===== src/rtl/hazard_ctrl.sv =====
// hazard_ctrl: pipeline hazard controller.
//   Detects load-use hazards (ID vs. load in EX) and control redirects
//   (taken branch / jump resolved in EX), sequences multi-cycle bubbles and
//   flushes, and keeps saturating debug counters of bubble cycles and
//   redirect events.
//
// Ports:
//   clk, reset          clock (posedge) and synchronous active-high reset
//   ifid_rs, ifid_rt    source register fields of the instruction in ID
//   ifid_uses_rt        ID instruction reads rt as a source
//   idex_rt             load destination of the instruction in EX
//   idex_memread        EX instruction is a load
//   ex_branch_taken     EX branch resolved taken
//   ex_jump             EX jump
//   pc_write            PC update enable
//   ifid_write          IF/ID load enable
//   ifid_flush          zero IF/ID
//   idex_stall          insert bubble into ID/EX
//   idex_flush          zero ID/EX
//   stall_count         bubble cycles since reset (saturating)
//   flush_count         redirect events since reset (saturating)
//
// Outputs are Mealy so that ID/EX, which captures on negedge, sees them
// within the same cycle as the hazard inputs.
//
// state    | meaning
// ---------+-----------------------------------------------------------
// RUN      | normal flow; evaluates redirect, then load-use hazard
// LU_STALL | holding PC/IF-ID and bubbling ID/EX; remain cycles left
// FLUSH    | holding IF/ID and ID/EX flush after a redirect; remain left

module hazard_ctrl #(
  parameter int LOAD_STALL_CYCLES = 1,
  parameter int FLUSH_CYCLES      = 1,
  parameter int CNT_W             = 16
) (
  input  logic             clk,
  input  logic             reset,
  input  logic [4:0]       ifid_rs,
  input  logic [4:0]       ifid_rt,
  input  logic             ifid_uses_rt,
  input  logic [4:0]       idex_rt,
  input  logic             idex_memread,
  input  logic             ex_branch_taken,
  input  logic             ex_jump,
  output logic             pc_write,
  output logic             ifid_write,
  output logic             ifid_flush,
  output logic             idex_stall,
  output logic             idex_flush,
  output logic [CNT_W-1:0] stall_count,
  output logic [CNT_W-1:0] flush_count
);

  typedef enum logic [1:0] {
    RUN      = 2'd0,
    LU_STALL = 2'd1,
    FLUSH    = 2'd2
  } state_e;

  localparam logic [3:0] STALL_RELOAD = 4'(LOAD_STALL_CYCLES - 1);
  localparam logic [3:0] FLUSH_RELOAD = 4'(FLUSH_CYCLES - 1);

  state_e           state_q, state_d;
  logic [3:0]       remain_q, remain_d;
  logic [CNT_W-1:0] stall_cnt_q, flush_cnt_q;
  logic             inc_stall, inc_flush;

  logic redirect;
  logic lu_hazard;

  assign redirect  = ex_branch_taken | ex_jump;
  assign lu_hazard = idex_memread && (idex_rt != 5'd0) &&
                     ((idex_rt == ifid_rs) || (ifid_uses_rt && (idex_rt == ifid_rt)));

  always_comb begin
    state_d    = state_q;
    remain_d   = remain_q;
    inc_stall  = 1'b0;
    inc_flush  = 1'b0;
    pc_write   = 1'b1;
    ifid_write = 1'b1;
    ifid_flush = 1'b0;
    idex_stall = 1'b0;
    idex_flush = 1'b0;

    if (reset) begin
      pc_write   = 1'b0;
      ifid_write = 1'b0;
      ifid_flush = 1'b1;
      idex_flush = 1'b1;
    end else if (redirect) begin
      // A redirect wins in every state: the hazardous or stalled instruction
      // is on the wrong path and gets flushed, so no bubble is needed.
      ifid_flush = 1'b1;
      idex_flush = 1'b1;
      inc_flush  = 1'b1;
      if (FLUSH_CYCLES > 1) begin
        state_d  = FLUSH;
        remain_d = FLUSH_RELOAD;
      end else begin
        state_d  = RUN;
        remain_d = 4'd0;
      end
    end else begin
      unique case (state_q)
        RUN: begin
          if (lu_hazard) begin
            pc_write   = 1'b0;
            ifid_write = 1'b0;
            idex_stall = 1'b1;
            inc_stall  = 1'b1;
            if (LOAD_STALL_CYCLES > 1) begin
              state_d  = LU_STALL;
              remain_d = STALL_RELOAD;
            end
          end
        end
        LU_STALL: begin
          pc_write   = 1'b0;
          ifid_write = 1'b0;
          idex_stall = 1'b1;
          inc_stall  = 1'b1;
          remain_d   = remain_q - 4'd1;
          if (remain_q == 4'd1) state_d = RUN;
        end
        FLUSH: begin
          ifid_flush = 1'b1;
          idex_flush = 1'b1;
          remain_d   = remain_q - 4'd1;
          if (remain_q == 4'd1) state_d = RUN;
        end
        default: begin
          state_d  = RUN;
          remain_d = 4'd0;
        end
      endcase
    end
  end

  always_ff @(posedge clk) begin
    if (reset) begin
      state_q     <= RUN;
      remain_q    <= 4'd0;
      stall_cnt_q <= '0;
      flush_cnt_q <= '0;
    end else begin
      state_q  <= state_d;
      remain_q <= remain_d;
      if (inc_stall && (stall_cnt_q != '1)) stall_cnt_q <= stall_cnt_q + 1'b1;
      if (inc_flush && (flush_cnt_q != '1)) flush_cnt_q <= flush_cnt_q + 1'b1;
    end
  end

  assign stall_count = stall_cnt_q;
  assign flush_count = flush_cnt_q;

endmodule


===== config.mk =====
export PLATFORM = sky130hd
export DESIGN_NAME = hazard_ctrl
export DESIGN_NICKNAME = d
export VERILOG_FILES = /design/src/rtl/hazard_ctrl.sv
export SDC_FILE = /design/constraint.sdc
export NUM_CORES = 1
export LEC_CHECK = 0
export ABC_AREA = 1
export CAP_MARGIN = 20
export CORE_MARGIN = 8
export CORE_UTILIZATION = 52
export CTS_CLUSTER_SIZE = 24
export DETAILED_ROUTE_END_ITERATION = 10
export GPL_TIMING_DRIVEN = 0
export PLACE_DENSITY = 0.93
export RECOVER_POWER = 50
export SLEW_MARGIN = 0
export SYNTH_ARGS = -nofsm -noshare
export SYNTH_HDL_FRONTEND = slang
export SYNTH_SLANG_ARGS = --single-unit

===== constraint.sdc =====
create_clock -name clk -period 4.2 [get_ports clk]
set_input_delay 0.42 -clock clk [delete_from_list [all_inputs] [get_ports clk]]
set_output_delay 0.42 -clock clk [all_outputs]
set_load 0.005 [all_outputs]

# Word level (Yosys, flattened, before mapping)
# Cells that the tools add are included.
[op_classes]
mux = 16
n_bitwise = 2
n_eq_ne = 8
reduce_logical = 11
add_sub_neg = 3
[op_table]
columns = ["op", "count"]
rows = [
  ["adder 16 x 1 -> 16 bit, second input constant", 2],
  ["!= test 16 bit, second input constant", 2],
  ["two-way mux 1 bit", 11],
  ["== test 5 bit", 2],
  ["one-hot mux 4 bit (2 select lines)", 1],
  ["logical AND 1 bit", 5],
  ["nonzero test 5 bit", 1],
  ["== test 4 x 1 -> 1 bit, second input constant", 1],
  ["one-hot mux 1 bit (2 select lines)", 2],
  ["one-hot mux 2 bit (2 select lines)", 1],
  ["OR reduction 2 bit", 2],
  ["subtractor 4 x 1 -> 4 bit, second input constant", 1],
  ["== test 2 x 1 -> 1 bit, second input constant", 1],
  ["== test 2 bit, second input constant", 1],
  ["logical NOT 2 bit", 1],
  ["two-way mux 2 bit", 1],
  ["!= test 2 x 1 -> 1 bit, second input constant", 1],
  ["AND reduction 2 bit", 1],
  ["logical OR 1 bit", 1],
  ["NOT 1 bit", 1],
  ["bitwise OR 1 bit", 1],
]
[totals]
input_bits = 21
out_inout_bits = 37
elab_cells = 44
ff_bits = 38

# Logic depth before layout (Yosys ltp)
# Gate-level depths: netlist (run 1).
[depth]
ltp_word = 9
mapped_depth = 12
ltp_nobuf = 12

# Worst setup path after synthesis (run 1)
# Ideal clock, no wire load.
[synth_timing]
path_kind = "input to output"
start = "input idex_rt[3]"
end = "output pc_write"
stages = 10
path_buffers = 1
arrival_ps = 1362
slack_ps = 2418
cell_sequence = "inv_1 -> nand2_1 -> nand2_1 -> nor2_1 -> nand3_1 -> nand2_2 -> nand2_4 -> clkinv_1 -> nor2_1 -> buf_4"
[synth_between]
elab_chain_cells = 8
elab_cells_between_ends = 11
classes_between = "2 x eq/ne; 4 x mux; 5 x reduce/logical"
[synth_rtl]
columns = ["element", "line_no", "source"]
rows = [
  ["start, declared", "42", "input logic [4:0] idex_rt,"],
  ["== test 5 bit", "74", "((idex_rt == ifid_rs) || (ifid_uses_rt && (idex_rt == ifid_rt)));"],
  ["logical AND 1 bit", "74", ""],
  ["logical OR 1 bit", "74", ""],
  ["logical AND 1 bit *", "73", "assign lu_hazard = idex_memread && (idex_rt != 5'd0) &&"],
  ["two-way mux 1 bit *", "n/a", ""],
  ["one-hot mux 1 bit (2 select lines) *", "n/a", ""],
  ["two-way mux 1 bit * (2 in series)", "n/a", ""],
  ["end, declared", "46", "output logic pc_write,"],
]
# Every way passes the cells marked *; elsewhere a longest branch is shown, timed or not.

# Final worst setup path (run 1)
[layout_timing]
start = "input idex_rt[4]"
end = "output pc_write"
[layout_between]
elab_chain_cells = 8
elab_cells_between_ends = 11
classes_between = "2 x eq/ne; 4 x mux; 5 x reduce/logical"
[layout_rtl]
columns = ["element", "line_no", "source"]
rows = [
  ["== test 5 bit", "74", ""],
  ["logical AND 1 bit", "74", ""],
  ["logical OR 1 bit", "74", ""],
  ["logical AND 1 bit *", "73", ""],
  ["two-way mux 1 bit *", "108", "if (lu_hazard) begin"],
  ["one-hot mux 1 bit (2 select lines) *", "106", "unique case (state_q)"],
  ["two-way mux 1 bit *", "92", "end else if (redirect) begin"],
  ["two-way mux 1 bit *", "87", "if (reset) begin"],
]
# Marked as above.

==> results of run 1 <==
## power by group through the flow
stage	clock network [mW]	registers, mW	logic, mW
2_1_floorplan	0	0.316	0.0335
3_3_place_gp	0	0.317	0.0712
6_report	0.252	0.310	0.0725
5_1_grt	0.268	0.311	0.0790
4_1_cts	0.256	0.310	0.0739
3_5_place_dp	0	0.317	0.0735
## per-layer routing
metal  track usage  part of all wire  up-vias  routed length (um)
met2         0.342              0.50       84                2920
met3        0.0497             0.066       17                 384
met1         0.189              0.41     1106                2360
met5             0                 0        -                   0
li1              -                 -     1197                   -
met4        0.0944             0.025        0                 148
## cells in the final DEF, fill, tap and decap left out, types with 4 or more instances in the layout
cell type / count
nor2_1: 56
clkdlybuf4s50_1: 24
nand4_1: 7
clkbuf_1: 5
inv_2: 4
a21oi_1: 11
nand3_1: 22
xor2_1: 5
clkbuf_8: 6
inv_1: 38
dfxtp_1: 32
o21ai_0: 7
nand2_1: 108
o21bai_1: 5
nor3_1: 11
dlygate4sd3_1: 33
## worst paths after layout
check	end	slack, ns	depth (start not counted)
setup / recovery	pc_write	1.17	12
hold / removal	stall_count[1]	0.51	2
setup reg to reg	flush_count[0]	2.37	8
hold reg to reg	stall_count[1]	0.51	2
## kinds of logic after synthesis
family / Yosys count / share of synthesized area
adders and majority gates: 2 / 0.0121
DFF: 32 / 0.309
and+or+nand+nor: 222 / 0.477
buffers and inverters: 50 / 0.101
AOI/OAI and AO/OA: 25 / 0.0712
xor gates and xnor gates: 7 / 0.0296
## stage by stage
stage                      util  setup slack (ns)  area, um^2
after global placement    0.692              1.37        2710
after detailed placement  0.692              1.35        2710
after global routing      0.714              1.02        2800
after CTS                 0.715              1.35        2800
after floorplan               -              2.42        2070
final                     0.714              1.17        2800
## area by class of cell
| class | count | area, um^2 | area share |
|---|---|---|---|
| Sequential cell | 32 | 641 | 0.229 |
| Clock buffer | 8 | 90.1 | 0.0322 |
| Multi-Input combinational cell | 256 | 1220 | 0.437 |
| Buffer | 7 | 48.8 | 0.0175 |
| Timing Repair Buffer | 57 | 571 | 0.204 |
| Tap cell | 50 | 62.6 | 0.0224 |
| Inverter | 43 | 161 | 0.0577 |
## flip-flops by register name, indices dropped and copies added (netlist names)
| signal | flops |
|---|---|
| flush_count | 16 |
| stall_count | 16 |
## critical path, cell delays in order
cell             delay [ns]
dlygate4sd3_1          0.59
inv_2                  0.09
nand2_1                0.05
nand2_1                0.06
nor2_1                 0.05
nand3_1                0.08
nand2_1                0.13
nand2_4                0.13
clkinv_1               0.22
nor2_1                 0.19
buf_4                  0.12
clkdlybuf4s50_1        0.49
==> results.md, run 1 <==
* Status: finished clean
* Final Wtd Congestion at 0.949
* Seq/Total Area, Yosys at 0.309
* Port buffer count at 57
* Clk_lat worst skew at 0.29 ns
* N_diodes at 0
* Tot Pwr at 0.635 mW
* Overflow after GRT at 0
* Largest net degree at the start of global routing at 11
* Final setup viols at 0
* # nets final at 425
* Switching share of total power at 0.250
* Finished Layout Cells at 453
* DR WL/cell at 12.8 um
* Sum Neg Setup Slack at 0 ns
* Worst setup EP type: primary output
* Num Clock Sinks at 32
* Dpl cells at 445
* HP Class: reg2reg
* H-tree Lvls at 2
* Post_cts resized at 0
* Die Area at 6270 um^2
* Area Overhead vs Synth at 34.7%
* Total GRT Usage at 0.186
* Worst vdd ir at 0.250 mV
* Yosys reg bits at 32
* Share of cells above drive strength 1 at 0.0720
* Async S/R FF share, synth at 0
* Via count at 2404
* Antenna violations before repair at 0
* Clock share of power at 0.397
* Crit path max fanout at 9
* CTS buffer count at 5
* Slew Limit Headroom at 0.656
* Commonest cells in the netlist: nand2_1 (107), nor2_1 (56), inv_1 (38)
* LEAKAGE at 1.22 nW
* Area leader, netlist: dfxtp_1
* RSZ-0062 raised after global routing: false
* Synthesized area at 2070 um^2
* Part of the power in registers at 0.489
* EDFF count, synth at 0
* Period utilization at 0.721
* Worst Tran Pin Value at 0.516 ns
* Yosys cell types at 32
* Pre-antenna DRT Iters at 4
* Crit Path Class: in2out
* Clock skew at 0.00542 ns
* Setup crit start: idex_rt[4]
* Reg2reg start: flush_count[0]
* Fmax at 0.330 GHz
* Worst hold margin at 0.507 ns
* Synth area leaders: dfxtp_1 (31%), nand2_1 (19%), nor2_1 (10%), inv_1 (6.9%), nand3_1 (5.3%)
* CTS tree: built
* Vias in the first global route at 2321
* Syn nets at 361
* First-pass GRT wire length at 9.70 mm
* Hold_buf cts at 0
* Most used DFF post-synth: dfxtp_1
* Max-slew violations at 0
* WL final at 5.81 mm
* Startpoint Class: input pin
* WP data required at 3.78 ns
* Most frequent cell after synthesis: nand2_1
* Detailed Route Iter0 Violations at 161
* Chip Height at 79.2 um
* Via-to-Cell Ratio at 5.31
* Ys Warns at 0
* Cells after synthesis at 338
* Crit path DAT at 2.61 ns
* # rows at 23
* Final-layout fill cell count at 349
* Power per cell area at 227 nW/um^2
* Root buf cell: clkbuf_8
* Hold Vio Cnt, Final at 0
* Post-synth top area share at 0.309
* Die span in x at 79.2 um
* DRC at 0
* IO Count at 58
* Mean cell area of the mapped netlist at 6.14 um^2
* Worst-path clk slew at 0.07 ns
* Period minus WS final at 3.03 ns
* Min-delay src: stall_count[1]
* Core Box Area at 3910 um^2
* Comb power frac at 0.114
* Initial core utilization at 0.530
* Hpwl dp at 4.34 mm
* Max Cap Violations at 0
* Psw at 0.159 mW
* Final ANT Viol Nets at 0
* Worst-case clock buffer depth at 2
* Internal Power at 0.476 mW
* Setup repair bufs after CTS at 0
Power figures use the tool's default switching activity.
==> inputs of run 2 (changes only) <==
Settings changed: CORE_UTILIZATION 52 to 43, PLACE_DENSITY 0.93 to 0.83.
Clock period 4.2 ns to 2.7 ns, I/O delays scaled along.
==> run 2 against run 1 <==
  * Power increased by 49%
  * Combinational power up 53%
  * Setup slack worse by 0.97 ns
  * Final cell count rose by 0.66%
  * Register-to-register slack worse by 1.4 ns
  * Non-clock buffer count is the same
  * Design area is essentially flat
  * Utilization decreased by 12 points
  * Largest power group unchanged
  * Critical path depth fell by 2
==> results.md, run 2 (same netlist as run 1, synthesis figures left out) <==
* First-pass GRT wire length at 9.36 mm (-3.6%)
* Final setup viols at 0 (unchanged)
* Setup repair bufs after CTS at 0 (unchanged)
* LEAKAGE at 1.21 nW (-0.64%)
* Chip Height at 85.5 um (+8.0%)
* Crit path DAT at 2.23 ns (-0.38 ns)
* Worst-path clk slew at 0.06 ns (about the same)
* # rows at 25 (+8.7%)
* Root buf cell: clkbuf_8
* Setup crit start: idex_rt[0]
* Worst vdd ir at 0.270 mV (+7.9%)
* Most frequent cells in the layout: nand2_1 (107), nor2_1 (56), inv_1 (38), dfxtp_1 (32), dlygate4sd3_1 (32)
* H-tree Lvls at 2 (unchanged)
* Via count at 2265 (-5.8%)
* Met1 Resource Use GR at 0.171 (-0.0179)
* Most common cell after layout, fill and taps aside: nand2_1
* Hpwl dp at 4.23 mm (-2.7%)
* Worst Tran Pin Value at 0.495 ns (-0.0204 ns)
* CTS tree: built
* Period utilization at 0.927
* Gr busiest metal: met2
* Vias in the first global route at 2125 (-8.4%)
* Final Wtd Congestion at 0.895 (-5.7%)
* Sum Neg Setup Slack at 0 ns (unchanged)
* Power per cell area at 338 nW/um^2 (+49%)
* Clk_lat worst skew at 0.29 ns (about the same)
* WL final at 5.47 mm (-6.0%)
* Final ANT Viol Nets at 0 (unchanged)
* Final-layout fill cell count at 457 (+31%)
* Max Cap Violations at 0 (unchanged)
* Post-layout util at 0.595 (-0.119)
* Crit path max fanout at 9 (unchanged)
* Overflow after GRT at 0 (unchanged)
* Pre-antenna DRT Iters at 5 (+1)
* Slew Limit Headroom at 0.670 (+0.0136)
* Worst-case clock buffer depth at 2 (unchanged)
* Die Area at 7300 um^2 (+17%)
* Initial core utilization at 0.442 (-0.0879)
* Hold Vio Cnt, Final at 0 (unchanged)
* WP data required at 2.43 ns (-1.35 ns)
* Worst setup EP type: primary output
* RSZ-0062 raised after global routing: false
* DRC at 0 (unchanged)
* HP Class: reg2reg
* Detailed Route Iter0 Violations at 148 (-8.1%)
* Area Overhead vs Synth at 34.7% (about the same)
* Max-slew violations at 0 (unchanged)
* Largest net degree at the start of global routing at 11 (unchanged)
* Core Box Area at 4690 um^2 (+20%)
* Share of cells above drive strength 1 at 0.0771 (+0.00515)
* Num Clock Sinks at 32 (unchanged)
* Min-delay src: flush_count[15]
* Grt met2 use at 0.272 (-0.0696)
* Port buffer count at 57 (unchanged)
* Status: finished clean
* N_diodes at 0 (unchanged)
* Clock skew at 0.00711 ns (+0.00169 ns)
* CTS buffer count at 5 (unchanged)
* IO Count at 58 (unchanged)
* Via-to-Cell Ratio at 4.97 (-6.4%)
* # nets final at 425 (unchanged)
* Period minus WS final at 2.50 ns
* DR WL/cell at 12.0 um (-6.6%)
* Die span in x at 85.5 um (+8.0%)
* Antenna violations before repair at 0 (unchanged)
* Reg2reg start: flush_count[0]
* Fmax at 0.400 GHz
* Startpoint Class: input pin
* Total GRT Usage at 0.157 (-0.0295)
* Crit Path Class: in2out
* GR Util met3 at 0.0541 (+0.00439)
==> run 2: per-stage QoR <==
step | hold WS, ns | setup slack (ns) | power, mW | instances | instance area, um^2
after CTS | 0.513 | 0.110 | 0.962 | 456 | 2790
final | 0.506 | 0.197 | 0.946 | 456 | 2790
after global placement | 0.488 | 0.150 | 0.604 | 449 | 2710
after global routing | 0.529 | 0.00407 | 0.989 | 456 | 2790
after detailed placement | 0.501 | 0.114 | 0.607 | 449 | 2710
after floorplan | 0.437 | 1.21 | 0.544 | 338 | 2070
==> run 2: timing repair <==
item,in CTS,in global routing
setup endpoints to repair,0,1
resized for setup,0,1
hold buffers,0,0
==> run 2: cell type report <==
type                    count  area [um^2]  share of cell area
inverters                  43          165              0.0591
plain buffers               7         48.8              0.0175
clock inverters             1         5.00             0.00179
well taps                  54         67.6              0.0242
clock buffers               6         72.6              0.0260
multi-input cells         256         1220               0.438
repair buffers             57          571               0.204
flip-flops and latches     32          641               0.229
==> run 2: metal layers <==
layer	wire length, um	vias to the layer above
li1	-	1191
met1	2430	1006
met2	2630	62
met3	333	6
met4	66	0
met5	0	-
==> run 2: report_power, final <==
| group | switching [mW] | internal, mW |
|---|---|---|
| clock | 0.177 | 0.175 |
| sequential | 0.00583 | 0.476 |
| combinational | 0.0541 | 0.0569 |
| total | 0.237 | 0.708 |
==> run 2: worst paths after layout <==
kind / endpoint / slack (ns) / cells past startpoint
setup / recovery: pc_write / 0.20 / 10
hold / removal: flush_count[15] / 0.51 / 2
setup reg to reg: flush_count[0] / 0.96 / 8
hold reg to reg: flush_count[15] / 0.51 / 2
==> run 2: critical path, cell delays in order <==
cell,delay (ns)
clkdlybuf4s50_1,0.47
nor2_1,0.15
nand4_1,0.10
nand3_1,0.08
inv_1,0.09
nand2_4,0.14
clkinvlp_4,0.17
nor2_1,0.15
buf_4,0.12
clkdlybuf4s50_1,0.49
